$ cat config.mk
export PLATFORM = sky130hd
export DESIGN_NAME = psram_responder
export DESIGN_NICKNAME = d
export VERILOG_FILES = /design/src/rtl/psram_responder.sv
export SDC_FILE = /design/constraint.sdc
export NUM_CORES = 2
export LEC_CHECK = 0
export ABC_CLOCK_PERIOD_IN_PS = 7600
export BUFFER_PORTS_ARGS = -buffer_cell sky130_fd_sc_hd__buf_4
export CORE_AREA = 2 2 494 373
export DETAILED_ROUTE_END_ITERATION = 7
export DIE_AREA = 0 0 496 375
export PLACE_DENSITY = 0.66
export SYNTH_ARGS = -nofsm -noshare
export SYNTH_HDL_FRONTEND = slang
export SYNTH_SLANG_ARGS = --single-unit
$ cat constraint.sdc
create_clock -name sys_clk -period 7.6 [get_ports sys_clk]
set_input_delay 1.9 -clock sys_clk [delete_from_list [all_inputs] [get_ports sys_clk]]
set_output_delay 1.9 -clock sys_clk [all_outputs]
set_load 0.03 [all_outputs]
$ cat src/rtl/psram_responder.sv
// psram_responder: SPI-mode PSRAM target model that decodes reset, write, read and read-ID frames
// against a small on-chip byte array, for loopback bring-up of the command initiator.
module psram_responder #(
  parameter int         ADDR_W = 8,
  parameter logic [7:0] MFID   = 8'h0D,
  parameter logic [7:0] KGD    = 8'h5D
) (
  input  logic       sys_clk,
  input  logic       sys_reset,
  input  logic       ce_n,
  input  logic       spi_clk,
  input  logic       si,
  output logic       so,
  output logic       so_oe,
  output logic       rst_pulse,
  output logic       cmd_strobe,
  output logic [7:0] last_cmd,
  output logic       err_cmd
);
  localparam logic [2:0] IDLE   = 3'd0;
  localparam logic [2:0] CMD    = 3'd1;
  localparam logic [2:0] ADDR   = 3'd2;
  localparam logic [2:0] WDATA  = 3'd3;
  localparam logic [2:0] RDATA  = 3'd4;
  localparam logic [2:0] IGNORE = 3'd5;
  // bits [1:0] synchronise, bit [2] holds the previous synced value for edge detection
  logic [2:0]        ce_sq, sck_sq;
  logic [1:0]        si_sq;
  logic [2:0]        state_q;
  logic [4:0]        bcnt_q;
  logic [2:0]        rbit_q;
  logic [7:0]        shift_q, out_q, rdata_q;
  logic [ADDR_W-1:0] addr_q;
  logic [1:0]        id_idx_q;
  logic              rd_id_q, cmd_done_q, extra_q, armed_q;
  logic [7:0]        mem_q [2**ADDR_W];
  logic              ce_fall, ce_rise, sck_rise, sck_fall, si_s, we;
  logic [7:0]        in_byte, id_byte, src_byte, cur_byte;
  assign ce_fall  = ce_sq[2] & ~ce_sq[1];
  assign ce_rise  = ~ce_sq[2] & ce_sq[1];
  assign sck_rise = ~sck_sq[2] & sck_sq[1];
  assign sck_fall = sck_sq[2] & ~sck_sq[1];
  assign si_s     = si_sq[1];
  assign in_byte  = {shift_q[6:0], si_s};
  assign id_byte  = id_idx_q == 2'd0 ? MFID : id_idx_q == 2'd1 ? KGD : 8'h00;
  assign src_byte = rd_id_q ? id_byte : rdata_q;
  // the first bit of every byte comes straight from the source so no load cycle is needed
  assign cur_byte = rbit_q == 3'd0 ? src_byte : out_q;
  assign we       = !sys_reset && !ce_rise && state_q == WDATA && sck_rise && bcnt_q == 5'd7;
  always_ff @(posedge sys_clk) begin
    if (we) mem_q[addr_q] <= in_byte;
    rdata_q <= mem_q[addr_q];
  end
  always_ff @(posedge sys_clk) begin
    if (sys_reset) begin
      ce_sq      <= '0;
      sck_sq     <= '0;
      si_sq      <= '0;
      state_q    <= IDLE;
      bcnt_q     <= '0;
      rbit_q     <= '0;
      shift_q    <= '0;
      out_q      <= '0;
      addr_q     <= '0;
      id_idx_q   <= '0;
      rd_id_q    <= 1'b0;
      cmd_done_q <= 1'b0;
      extra_q    <= 1'b0;
      armed_q    <= 1'b0;
      so         <= 1'b0;
      so_oe      <= 1'b0;
      rst_pulse  <= 1'b0;
      cmd_strobe <= 1'b0;
      last_cmd   <= '0;
      err_cmd    <= 1'b0;
    end else begin
      ce_sq      <= {ce_sq[1:0], ce_n};
      sck_sq     <= {sck_sq[1:0], spi_clk};
      si_sq      <= {si_sq[0], si};
      cmd_strobe <= 1'b0;
      rst_pulse  <= 1'b0;
      if (ce_rise) begin
        state_q    <= IDLE;
        so_oe      <= 1'b0;
        so         <= 1'b0;
        bcnt_q     <= '0;
        rbit_q     <= '0;
        id_idx_q   <= '0;
        cmd_done_q <= 1'b0;
        extra_q    <= 1'b0;
        if (cmd_done_q) begin
          armed_q   <= last_cmd == 8'h66 && !extra_q;
          rst_pulse <= last_cmd == 8'h99 && !extra_q && armed_q;
        end
      end else begin
        case (state_q)
          IDLE: if (ce_fall) begin
            state_q <= CMD;
            bcnt_q  <= '0;
          end
          CMD: if (sck_rise) begin
            shift_q <= in_byte;
            bcnt_q  <= bcnt_q == 5'd7 ? 5'd0 : bcnt_q + 5'd1;
            if (bcnt_q == 5'd7) begin
              cmd_strobe <= 1'b1;
              last_cmd   <= in_byte;
              cmd_done_q <= 1'b1;
              state_q    <= in_byte == 8'h02 || in_byte == 8'h03 || in_byte == 8'h9F ? ADDR : IGNORE;
              if (!(in_byte inside {8'h02, 8'h03, 8'h9F, 8'h66, 8'h99})) err_cmd <= 1'b1;
            end
          end
          ADDR: if (sck_rise) begin
            addr_q <= {addr_q[ADDR_W-2:0], si_s};
            bcnt_q <= bcnt_q == 5'd23 ? 5'd0 : bcnt_q + 5'd1;
            if (bcnt_q == 5'd23) begin
              state_q  <= last_cmd == 8'h02 ? WDATA : RDATA;
              rd_id_q  <= last_cmd == 8'h9F;
              rbit_q   <= '0;
              id_idx_q <= '0;
            end
          end
          WDATA: if (sck_rise) begin
            shift_q <= in_byte;
            bcnt_q  <= bcnt_q == 5'd7 ? 5'd0 : bcnt_q + 5'd1;
            if (bcnt_q == 5'd7) addr_q <= addr_q + 1'b1;
          end
          RDATA: if (sck_fall) begin
            so_oe  <= 1'b1;
            so     <= cur_byte[7];
            out_q  <= {cur_byte[6:0], 1'b0};
            rbit_q <= rbit_q + 3'd1;
            if (rbit_q == 3'd7) begin
              addr_q   <= addr_q + 1'b1;
              id_idx_q <= id_idx_q == 2'd2 ? 2'd2 : id_idx_q + 2'd1;
            end
          end
          IGNORE: if (sck_rise) extra_q <= 1'b1;
          default: state_q <= IDLE;
        endcase
      end
    end
  end
endmodule
==> results.py <==
metrics = {
    "status": {
        "outcome": "finished, final reports clean",
    },
    "synthesis": {
        "yosys.area.top_type": "edfxtp_1",
        "ys.warnings.count": 0,
        "synth_area_um2": 81190,
        "synthMostInstantiatedCell": "edfxtp_1",
        "synth_edf_count": 2048,
        "syn_nets": 3888,
        "synth-async-reset-ratio": 0,
        "synthTopCellsByCount": "edfxtp_1, mux4_2, nor2_1",
        "synth.yosys.seq_area_share": 0.7742,
        "avgSynthCellArea_um2": 20.97,
        "synth_area_leaders": "edfxtp_1, mux4_2, a22oi_1",
        "synthDistinctLibCells": 59,
        "synth_ff_type": "edfxtp_1",
        "synth-seq-cells": 2116,
        "yosys.area.top_type_share": 0.7574,
        "synthCells": 3872,
    },
    "timing": {
        "slew_headroom": 0.04981,
        "fin_worst_skew_ns": 0.02817,
        "hold_viol": 0,
        "setup_violations": 0,
        "slew_violations": 0,
        "fmax_mhz": 188.9,
        "post-route-period-util": 0.6964,
        "fin_crit_ns": 5.293,
        "tightest_slew_ns": 1.412,
        "rsz0062_at_grt": "no",
        "tns_ns": 0,
    },
    "global_route": {
        "grt_max_degree": 162,
        "grt_pass1_vias": 39061,
        "antenna_found_initial": 8,
        "grt_overflow": 0,
        "grt.total_usage": 0.2240,
        "grt_first_pass_wirelength_mm": 296.7,
    },
    "worst_setup_path": {
        "cp-end-kind": "register",
        "arrival_ns": 5.76,
        "worstSetupPathType": "input port to register",
        "crit_fanout": 44,
        "critical_path_required_ns": 8.07,
        "r2r_cells": 7,
        "worst_setup_path_start_kind": "input port",
    },
    "placed_design": {
        "gp_congestion": 0.9137,
        "hpwl_mm": 121.1,
        "dpl.cell_count": 6141,
        "portBuffers": 17,
    },
    "clock_tree": {
        "cts_hold_buf": 0,
        "numCtsBuffers": 182,
        "clkLatencyLatePin_ns": 0.84,
        "cts_setup_buffers": 0,
        "cts-root-buf": "clkbuf_16",
        "clock_path_buffers": 3,
        "clock-sinks": 2116,
        "ctsResizeCount": 0,
        "htreeDepth": 4,
        "cts_tree": "yes",
        "clk_pin_slew_ns": 0.07,
    },
    "drt": {
        "dr_wl_met2_mm": 89.85,
        "dr.max_layer_used": "met5",
        "drcViolationCount": 0,
        "wl_met3_mm": 27.27,
        "drt-met1-wl_mm": 87.68,
        "antenna_left": 0,
        "vias": 40472,
        "drt_pass1_iterations": 5,
        "wl_per_cell_um": 32.22,
        "via_per_inst": 6.239,
        "wl_mm": 209.0,
        "detail_route.iter0.violations": 7027,
    },
    "floorplanning": {
        "die-area_um2": 186000,
        "top_level_ports": 18,
        "row_count": 136,
        "fp.dieH_um": 375,
        "coreArea_um2": 181700,
        "initial_core_util": 0.4468,
        "die_w_um": 496,
    },
    "power": {
        "peakVddDrop_mv": 0.2199,
        "p_per_area_nw_per_um2": 247.4,
        "p_leak_uw": 0.02723,
    },
    "layout": {
        "area.growth.synth_to_final_pct": 11.44,
        "drive_above_1_share": 0.2356,
        "nets": 3926,
        "fin_cells": 6487,
        "nFillCells": 14150,
    },
    "min_path": {
        "hold_path.class": "register to register",
        "hold_path_depth": 1,
    },
    "run": {
        "maxCapViolations": 0,
    },
}
## cells by family (layout without fill, tap and decap cells)
logic type / after synthesis / in the layout / share of synthesized area
flip-flops: 2116 / 2116 / 0.7742
multiplexers: 536 / 536 / 0.1450
AO/OA/AOI/OAI: 476 / 476 / 0.03936
AND/OR/NAND/NOR: 474 / 474 / 0.02641
buffers and inverters: 258 / 456 / 0.01321
adder cells (fa/ha/maj): 11 / 11 / 0.001695
XOR/XNOR: 1 / 1 / 0.0001079
other: 0 / 2 / 0
## where the power goes
part	switching [uW]	internal (uW)	total, uW	leakage (uW)
Sequential	4.10	12600	12600	0.0195
Clock	4250	5500	9750	0.00307
Combinational	29.0	5.03	34.0	0.00462
Total	4290	18100	22400	0.0272
## cells in the final DEF (no fill, tap or decap), types with 15 or more instances in the layout
cell and n:
edfxtp_1 2048, mux4_2 512, nor2_1 316, a22oi_1 260, clkbuf_16 192, a21oi_1 147
buf_4 90, dfxtp_1 58, clkinv_2 39, nand2_1 29, clkbuf_1 29, bufinv_16 24
clkinv_1 23, nor4_1 22, mux2i_1 21, nand2_2 17, o21ai_0 16, o41ai_1 15
## layout make-up
| type | count | area [um2] | share of cell area |
|---|---|---|---|
| antenna | 2 | 5.005 | 0.00005531 |
| clock buffer | 225 | 4969 | 0.05491 |
| clock inverter | 119 | 1316 | 0.01455 |
| inverter | 11 | 41.29 | 0.0004563 |
| multi-input combinational | 1498 | 17340 | 0.1916 |
| sequential | 2116 | 62900 | 0.6951 |
| tap | 2415 | 3022 | 0.03339 |
| timing repair buffer | 101 | 895.9 | 0.009901 |
## path summary, 6_finish.rpt
kind | from | to | slack [ns]
setup / recovery | sys_reset | mem_q[165][4] | 2.31
hold / removal | si_sq[0] | si_sq[1] | 0.45
setup reg to reg | addr_q[0] | rdata_q[1] | 2.77
hold reg to reg | si_sq[0] | si_sq[1] | 0.45
## stage by stage
step                power, uW  hold slack, ns  worst slack, ns  utilization  area, um2
global route            22910          0.4623            2.287       0.4979      90480
detailed placement      12890          0.4294            1.661       0.4633      84200
floorplan               12880          0.4138            2.467            -      81190
finish                  22390          0.4494            2.307       0.4979      90490
global placement        12890          0.4307            1.693       0.4633      84200
CTS                     22480          0.4528            2.553       0.4979      90480
## sequential cells by signal, indices dropped and copies added, names as in the netlist, 2 cells and up
| register | count |
|---|---|
| addr_q | 8 |
| mem_q | 2048 |
| out_q | 7 |
| shift_q | 7 |
| rbit_q | 3 |
| rdata_q | 8 |
| last_cmd | 8 |
| bcnt_q | 5 |
| si_sq | 2 |
| state_q | 3 |
| ce_sq | 3 |
| sck_sq | 3 |
| id_idx_q | 2 |
## worst max-delay path, cell delays in order
cell,delay [ns]
buf_4,0.25
or2_1,0.53
or4_4,0.65
nor2_2,0.82
nand2_1,0.79
nor2_1,0.78
## routing by layer
| layer | track usage | up-vias |
|---|---|---|
| met5 | 0.005455 | - |
| met4 | 0.05288 | 2 |
| met3 | 0.06573 | 245 |
| met2 | 0.3100 | 2784 |
| met1 | 0.3484 | 21143 |
| li1 | - | 16298 |
Note: power is estimated with default switching activity, not from simulation.
